==> src/rtl/dlx_pipe_ctrl.sv <==
// Pipeline sequencing controller for the 5-stage DLX core: freeze/redirect/interlock
// arbitration, operand forwarding selects, in-flight destination tracking and perf counters.
module dlx_pipe_ctrl #(
  parameter int REG_AW = 5,
  parameter int CNT_W  = 16
) (
  input  logic              clk,
  input  logic              rst_n,
  input  logic              id_valid,
  input  logic [REG_AW-1:0] id_rs1,
  input  logic [REG_AW-1:0] id_rs2,
  input  logic              id_use_rs1,
  input  logic              id_use_rs2,
  input  logic              id_wr,
  input  logic [REG_AW-1:0] id_wd,
  input  logic              id_load,
  input  logic              ex_redirect,
  input  logic              mem_busy,
  output logic              pc_en,
  output logic              ifid_en,
  output logic              ifid_flush,
  output logic              idex_bubble,
  output logic [1:0]        fwd_a,
  output logic [1:0]        fwd_b,
  output logic [1:0]        ctrl_state,
  output logic [CNT_W-1:0]  stall_cnt,
  output logic [CNT_W-1:0]  flush_cnt
);

  localparam logic [1:0] ST_RUN = 2'b00;
  localparam logic [1:0] ST_ILK = 2'b01;
  localparam logic [1:0] ST_RED = 2'b10;
  localparam logic [1:0] ST_FRZ = 2'b11;

  localparam logic [CNT_W-1:0]  CNT_MAX = {CNT_W{1'b1}};
  localparam logic [CNT_W-1:0]  CNT_ONE = {{(CNT_W-1){1'b0}}, 1'b1};
  localparam logic [REG_AW-1:0] REG_ZERO = {REG_AW{1'b0}};

  // r0 is hardwired to zero, so it never matches an in-flight writer.
  function automatic logic slot_match(input logic v, input logic wr, input logic [REG_AW-1:0] wd,
                                      input logic [REG_AW-1:0] r, input logic use_r);
    return v & wr & use_r & (r != REG_ZERO) & (wd == r);
  endfunction

  function automatic logic [1:0] fwd_sel(input logic m_ex, input logic m_mem, input logic m_wb);
    logic [1:0] sel;
    if (m_ex) begin
      sel = 2'b01;
    end else if (m_mem) begin
      sel = 2'b10;
    end else if (m_wb) begin
      sel = 2'b11;
    end else begin
      sel = 2'b00;
    end
    return sel;
  endfunction

  logic              ex_v_r, mem_v_r, wb_v_r;
  logic              ex_wr_r, mem_wr_r, wb_wr_r;
  logic              ex_ld_r, mem_ld_r, wb_ld_r;
  logic [REG_AW-1:0] ex_wd_r, mem_wd_r, wb_wd_r;
  logic [1:0]        ctrl_state_r;
  logic [CNT_W-1:0]  stall_cnt_r, flush_cnt_r;

  logic a_ex_s, a_mem_s, a_wb_s, b_ex_s, b_mem_s, b_wb_s;
  logic ilk_s;
  logic [1:0] action_s;

  assign a_ex_s  = slot_match(ex_v_r,  ex_wr_r,  ex_wd_r,  id_rs1, id_use_rs1);
  assign a_mem_s = slot_match(mem_v_r, mem_wr_r, mem_wd_r, id_rs1, id_use_rs1);
  assign a_wb_s  = slot_match(wb_v_r,  wb_wr_r,  wb_wd_r,  id_rs1, id_use_rs1);
  assign b_ex_s  = slot_match(ex_v_r,  ex_wr_r,  ex_wd_r,  id_rs2, id_use_rs2);
  assign b_mem_s = slot_match(mem_v_r, mem_wr_r, mem_wd_r, id_rs2, id_use_rs2);
  assign b_wb_s  = slot_match(wb_v_r,  wb_wr_r,  wb_wd_r,  id_rs2, id_use_rs2);
  assign ilk_s   = id_valid & ex_ld_r & (a_ex_s | b_ex_s);

  // Action arbitration: FREEZE > REDIRECT > INTERLOCK > RUN.
  always_comb begin
    action_s = ST_RUN;
    if (mem_busy) begin
      action_s = ST_FRZ;
    end else if (ex_redirect) begin
      action_s = ST_RED;
    end else if (ilk_s) begin
      action_s = ST_ILK;
    end else begin
      action_s = ST_RUN;
    end
  end

  // Pipeline control outputs, forced inactive while reset is held.
  always_comb begin
    pc_en       = 1'b0;
    ifid_en     = 1'b0;
    ifid_flush  = 1'b0;
    idex_bubble = 1'b0;
    fwd_a       = 2'b00;
    fwd_b       = 2'b00;
    if (!rst_n) begin
      pc_en = 1'b0;
    end else begin
      fwd_a = fwd_sel(a_ex_s, a_mem_s, a_wb_s);
      fwd_b = fwd_sel(b_ex_s, b_mem_s, b_wb_s);
      case (action_s)
        ST_RUN: begin
          pc_en   = 1'b1;
          ifid_en = 1'b1;
        end
        ST_ILK: idex_bubble = 1'b1;
        ST_RED: begin
          pc_en       = 1'b1;
          ifid_en     = 1'b1;
          ifid_flush  = 1'b1;
          idex_bubble = 1'b1;
        end
        ST_FRZ:  pc_en = 1'b0;
        default: pc_en = 1'b0;
      endcase
    end
  end

  // Slot tracking, registered action and saturating counters.
  always_ff @(posedge clk or negedge rst_n) begin
    if (!rst_n) begin
      ex_v_r <= 1'b0; mem_v_r <= 1'b0; wb_v_r <= 1'b0;
      ex_wr_r <= 1'b0; mem_wr_r <= 1'b0; wb_wr_r <= 1'b0;
      ex_ld_r <= 1'b0; mem_ld_r <= 1'b0; wb_ld_r <= 1'b0;
      ex_wd_r <= REG_ZERO; mem_wd_r <= REG_ZERO; wb_wd_r <= REG_ZERO;
      ctrl_state_r <= ST_RUN;
      stall_cnt_r  <= {CNT_W{1'b0}};
      flush_cnt_r  <= {CNT_W{1'b0}};
    end else begin
      ctrl_state_r <= action_s;
      if (((action_s == ST_ILK) || (action_s == ST_FRZ)) && (stall_cnt_r != CNT_MAX)) begin
        stall_cnt_r <= stall_cnt_r + CNT_ONE;
      end
      if ((action_s == ST_RED) && (flush_cnt_r != CNT_MAX)) begin
        flush_cnt_r <= flush_cnt_r + CNT_ONE;
      end
      if (action_s != ST_FRZ) begin
        wb_v_r  <= mem_v_r;  wb_wr_r  <= mem_wr_r;  wb_ld_r  <= mem_ld_r;  wb_wd_r  <= mem_wd_r;
        mem_v_r <= ex_v_r;   mem_wr_r <= ex_wr_r;   mem_ld_r <= ex_ld_r;   mem_wd_r <= ex_wd_r;
        ex_v_r  <= id_valid & (action_s == ST_RUN);
        ex_wr_r <= id_wr;
        ex_ld_r <= id_load;
        ex_wd_r <= id_wd;
      end
    end
  end

  assign ctrl_state = ctrl_state_r;
  assign stall_cnt  = stall_cnt_r;
  assign flush_cnt  = flush_cnt_r;

endmodule

==> config.mk <==
export PLATFORM = sky130hd
export DESIGN_NAME = dlx_pipe_ctrl
export DESIGN_NICKNAME = d
export VERILOG_FILES = /design/src/rtl/dlx_pipe_ctrl.sv
export SDC_FILE = /design/constraint.sdc
export NUM_CORES = 1
export LEC_CHECK = 0
export CAP_MARGIN = 40
export CORE_UTILIZATION = 40
export CTS_CLUSTER_DIAMETER = 200
export CTS_CLUSTER_SIZE = 16
export DETAILED_ROUTE_END_ITERATION = 8
export PLACE_DENSITY_LB_ADDON = 0.25
export SLEW_MARGIN = 20
export SYNTH_ARGS = -nofsm -noshare
export SYNTH_HDL_FRONTEND = slang
export SYNTH_SLANG_ARGS = --single-unit
==> constraint.sdc <==
create_clock -name clk -period 3.3 [get_ports clk]
set_input_delay 0.66 -clock clk [delete_from_list [all_inputs] [get_ports clk]]
set_output_delay 0.66 -clock clk [all_outputs]
set_load 0.05 [all_outputs]
# == Word level (Yosys, flattened, before mapping) ==
# Index checks and enable logic that the tools add are counted.
# totals
reg_bits,56
# op_classes
addsub,2
eq_ne,12
muxes,17
bitwise_logic,25
reduce_logical,8
# op_table
cell,count
$add A16 B1 Y16 const B,2
$ne A16 B16 Y1 const B,2
$eq A5 B5 Y1,6
$and A1 B1 Y1,24
$mux W2,10
$reduce_bool A5 Y1,2
$mux W1,7
$eq A2 B2 Y1 const B,2
$reduce_or A2 Y1,2
$eq A2 B1 Y1 const B,1
$logic_and A1 B1 Y1,2
$logic_not A2 Y1,1
$ne A2 B2 Y1 const B,1
$logic_or A1 B1 Y1,1
$or A1 B1 Y1,1

# == Depth between registers and ports, before layout ==
# depth
depth_word,13
depth_mapped,10

# == Worst setup path before layout ==
# OpenSTA, ideal clock, no wires.
# synth_path
kind,input to output
from,input port id_rs2[1]
to,output port fwd_b[1]
arrival_time_ps,2645
path_slack_ps,-5
path_stages,4
cell_sequence,or4_1 o21ai_2 nor3_2 nor3b_1
# synth_between
elab_chain_len,7
elab_cells_between_ends,14
classes_between,eq/ne (3); mux (4); bitwise (6); reduce/logical (1)
# synth_rtl
item,line_no,rtl
start: declaration,11,"input logic [REG_AW-1:0] id_rs2,"
$reduce_bool A5 Y1,42,return v & wr & use_r & (r != REG_ZERO) & (wd == r);
$and A1 B1 Y1 (2 in a row),42,
$mux W2,51,end else if (m_wb) begin
$mux W2,49,end else if (m_mem) begin
$mux W2 *,47,if (m_ex) begin
$mux W2 *,100,if (!rst_n) begin
end: declaration,24,"output logic [1:0] fwd_b,"
# Mark *: on every way between the ends. The rest lies on a longest branch, timed or not.

# == Worst setup path in the final report ==
# layout_path
from,input port id_rs1[4]
to,output port idex_bubble
# layout_between
elab_chain_len,12
elab_cells_between_ends,14
classes_between,eq/ne (3); mux (5); bitwise (4); reduce/logical (2)
# layout_rtl
item,line_no,rtl
start: declaration,10,"input logic [REG_AW-1:0] id_rs1,"
$reduce_bool A5 Y1,42,
$and A1 B1 Y1,42,
$and A1 B1 Y1 *,42,
$or A1 B1 Y1 *,76,assign ilk_s = id_valid & ex_ld_r & (a_ex_s | b_ex_s);
$and A1 B1 Y1 *,76,
$mux W1 *,85,end else if (ilk_s) begin
$mux W2 *,83,end else if (ex_redirect) begin
$mux W2 *,81,if (mem_busy) begin
$eq A2 B1 Y1 / $eq A2 B2 Y1 (equally long branches),105,case (action_s)
$reduce_or A2 Y1 (no source line) *,n/a,
$mux W1 *,105,
$mux W1 *,100,
end: declaration,22,"output logic idex_bubble,"
# Marks and branches as above.

==> impl_results.md <==
* Seq/Total Area, Yosys at around 47%
* Overflow after GRT at 0
* Post-cts hold buffer count at 0
* FILL cells at 637
* Register area at about 1400 sq um
* Die Ht at about 88 um
* Synth top area cells: dfrtp_1, xnor2_1, mux2_2
* Synth Area in Simple Gates at around 17%
* Initial Utilization at 41.3%
* Pin count of the biggest net entering global routing at 27
* Kind of critical path: in -> out
* Most instantiated library cell after synthesis: dfrtp_1
* Primary FF master, synth: dfrtp_1
* Max Cap Viol at 0
* Dominant cell type by area after synthesis: dfrtp_1
* Die Span X at about 88 um
* CTS Sinks at 56
* Antenna Nets Post-Route at 0
* Core area at approximately 7200 sq um
* Via density at approximately 5.0
* Switching power at just over 0.8 mW
* Clock share of power at between 20% and 30%
* Adder-cell share of the synthesized area at under 10%
* Post-synth EDFFs at 0
* Sequential Power Share at between 40% and 50%
* Largest family of logic cells by synthesized area: simple AND/OR/NAND/NOR gates
* Commonest cells post-synth: dfrtp_1, xnor2_1, mux2_2
* Area grow syn2layout at 39.2%
* Relative slew slack at a little under two thirds
* CP arrival at 2.57 ns
* H-tree levels at 2
* Drt drc at 0
* Global placer's final weighted congestion at 0.867
* Iteration-0 DRC Markers at 74
* Post-synthesis mux area share at roughly 10%
* Critical path capture point type: output pin
* CTS tree: yes
* # port buffers at 65
* Initial antenna violation count at 0
* Post-Synth XOR/XNOR Area at 15.3%
* HP Class: in -> async
* Synth Warn # at 0
* Yosys cell types at 45
* Worst vdd ir at roughly 200 uV
* F_max at 309 MHz
* CTS Buf Count at 5
* Compound-cell area share of the yosys netlist at 8.22%
* Clock root buffer: clkbuf_8
* Pwr dens at about 540 nW/um^2
* Hold_ws at between 0.3 and 0.4 ns
* Clock latency on the worst-skew pair at 0.30 ns
* GRT Overall Usage at between 15 and 20%
* First-pass GRT wire length at between 10000 and 15000 um
* Die area at a little under 8000 sq um
* Vias at 2300
* Fraction of layout cells with a size suffix above 1 at 22.6%
* Vias in the first global route at 2233
* Post-synth net total at about 290
* Leakage at about 1.7 nW
* Maximum clock path buffer count at 2
* Status: finished, final reports clean
* Tightest Pin Transition at about 0.54 ns
* Final clock skew at 0.0129 ns
* CP Launch Type: input pin
* WL/cell at 14.1 um
* Comb pwr share at 36.1%
* Final wirelength at 6430 um
* # diodes at 0
* Num rows at 31
* Drt first pass iters at 4
* Fin nets at about 390
* Tcrit/Tclk final at just under 100%
* Syn Area/Cell at 11.2 sq um
* Critical Path Fanout Max at 2
* CP Data Required Time at 2.64 ns
* Pins Over Slew Limit at 0
* Final min period at between 3 and 4 ns
* Clock transition at path regs at approximately 0.10 ns
* Switching Share at roughly 37%
* Share of the synthesized area in the top cell type at 47.0%
* Cell Area, Synth at 2980 sq um
* Final Hold Vio Count at 0
* Multi-input gate area at ~1600 sq um
* Internal at ~1.4 mW
* RSZ-0062 raised after global routing: false
* Synth Register Bits at between 50 and 60
* Post-Syn Instances at 266
* Endpoints failing setup at 0
* # IOs at 66
* Async SR Flop Fraction at 100%
* Util after Layout at 57.5%
* Detail Placement HPWL at between 5000 and 6000 um
* Setup TNS at 0 ns
[registers in the layout, summed over array words and instances (netlist names)]
name / count
ex_ld_r: 1
wb_wr_r: 1
mem_wr_r: 1
ex_wr_r: 1
wb_v_r: 1
wb_wd_r: 5
ctrl_state: 2
mem_wd_r: 5
mem_v_r: 1
flush_cnt: 16
ex_wd_r: 5
ex_v_r: 1
stall_cnt: 16
[area by class of cell]
type,count,area share (%)
multi-input combinational,200,37.9
sequential,56,33.8
timing repair buffer,89,21.8
tap,99,2.99
clock buffer,7,2.32
clock inverter,1,0.724
inverter,5,0.452
[timing repair]
action / CTS / global route
pin swaps: 9 / 3
buffers inserted: 1 / 1
endpoints found under the hold margin: 0 / 0
gates resized for setup: 15 / 0
setup endpoints to repair: 3 / 3
[cell usage in the layout, fill, tap and decap left out, types with 2 or more instances in the layout]
cell type	count
buf_4	23
and4_1	4
nor2b_1	6
dlygate4sd2_1	7
a211oi_1	3
clkdlybuf4s50_1	49
ha_1	3
xor2_1	10
a21oi_1	6
inv_1	5
o21a_1	2
clkbuf_8	7
mux2_2	23
nor2_1	11
a2bb2oi_1	2
nand3_1	18
and3_1	3
o211ai_1	2
a31oi_1	2
nor3_1	4
buf_12	8
and2_1	3
nand4_1	10
o21ai_0	5
dfrtp_1	56
xnor2_1	42
nand2_1	15
[per-layer routing]
metal | vias up | track usage [%] | part of all wire [%]
met2 | 37 | 29.8 | 51
li1 | 1124 | - | -
met1 | 1133 | 22.6 | 45
met3 | 6 | 3.54 | 2.7
met5 | - | 0 | 0
met4 | 0 | 4.69 | 1.1
[power groups by stage]
| stage | combinational (mW) | sequential, mW | clock (mW) |
|---|---|---|---|
| floorplan | 0.264 | 1.19 | 0 |
| global placement | 0.794 | 0.956 | 0 |
| detailed placement | 0.807 | 0.964 | 0 |
| CTS | 0.811 | 0.951 | 0.496 |
| global route | 0.859 | 0.967 | 0.522 |
| finish | 0.805 | 0.949 | 0.475 |
[logic make-up after synthesis]
group,count (synthesis)
simple gates,87
fa+ha+maj,4
xor+xnor,52
compound gates,31
flops,56
mux,26
buf+inv,10
[final timing paths]
check                        startpoint       endpoint  slack, ns  cells past startpoint
max in group asynchronous         rst_n  flush_cnt[13]       2.27                      2
hold / removal                    rst_n         wb_v_r       0.31                      1
setup reg to reg             ex_wd_r[0]     ex_wd_r[2]       0.98                     10
min in group clk           stall_cnt[7]   stall_cnt[7]       0.49                      1
setup / recovery              id_rs1[4]    idex_bubble       0.07                      9
hold reg to reg            stall_cnt[7]   stall_cnt[7]       0.49                      1
[critical path, cell delays in order]
cell,delay [ns]
clkdlybuf4s50_1,0.43
or4_4,0.44
o21ai_4,0.18
nor3_4,0.06
o21a_4,0.21
nor2_4,0.11
ha_4,0.21
and2_4,0.13
buf_8,0.14
[through the flow]
step	power (mW)	cells	worst slack (ns)	instance area (sq um)
3_3_place_gp	1.75	447	-0.149	3980
6_report	2.23	457	0.0653	4150
5_1_grt	2.35	457	0.0221	4150
3_5_place_dp	1.77	447	-0.200	3980
4_1_cts	2.26	456	0.0133	4140
2_1_floorplan	1.45	266	0.0158	2990
Power figures use the tool's default switching activity.
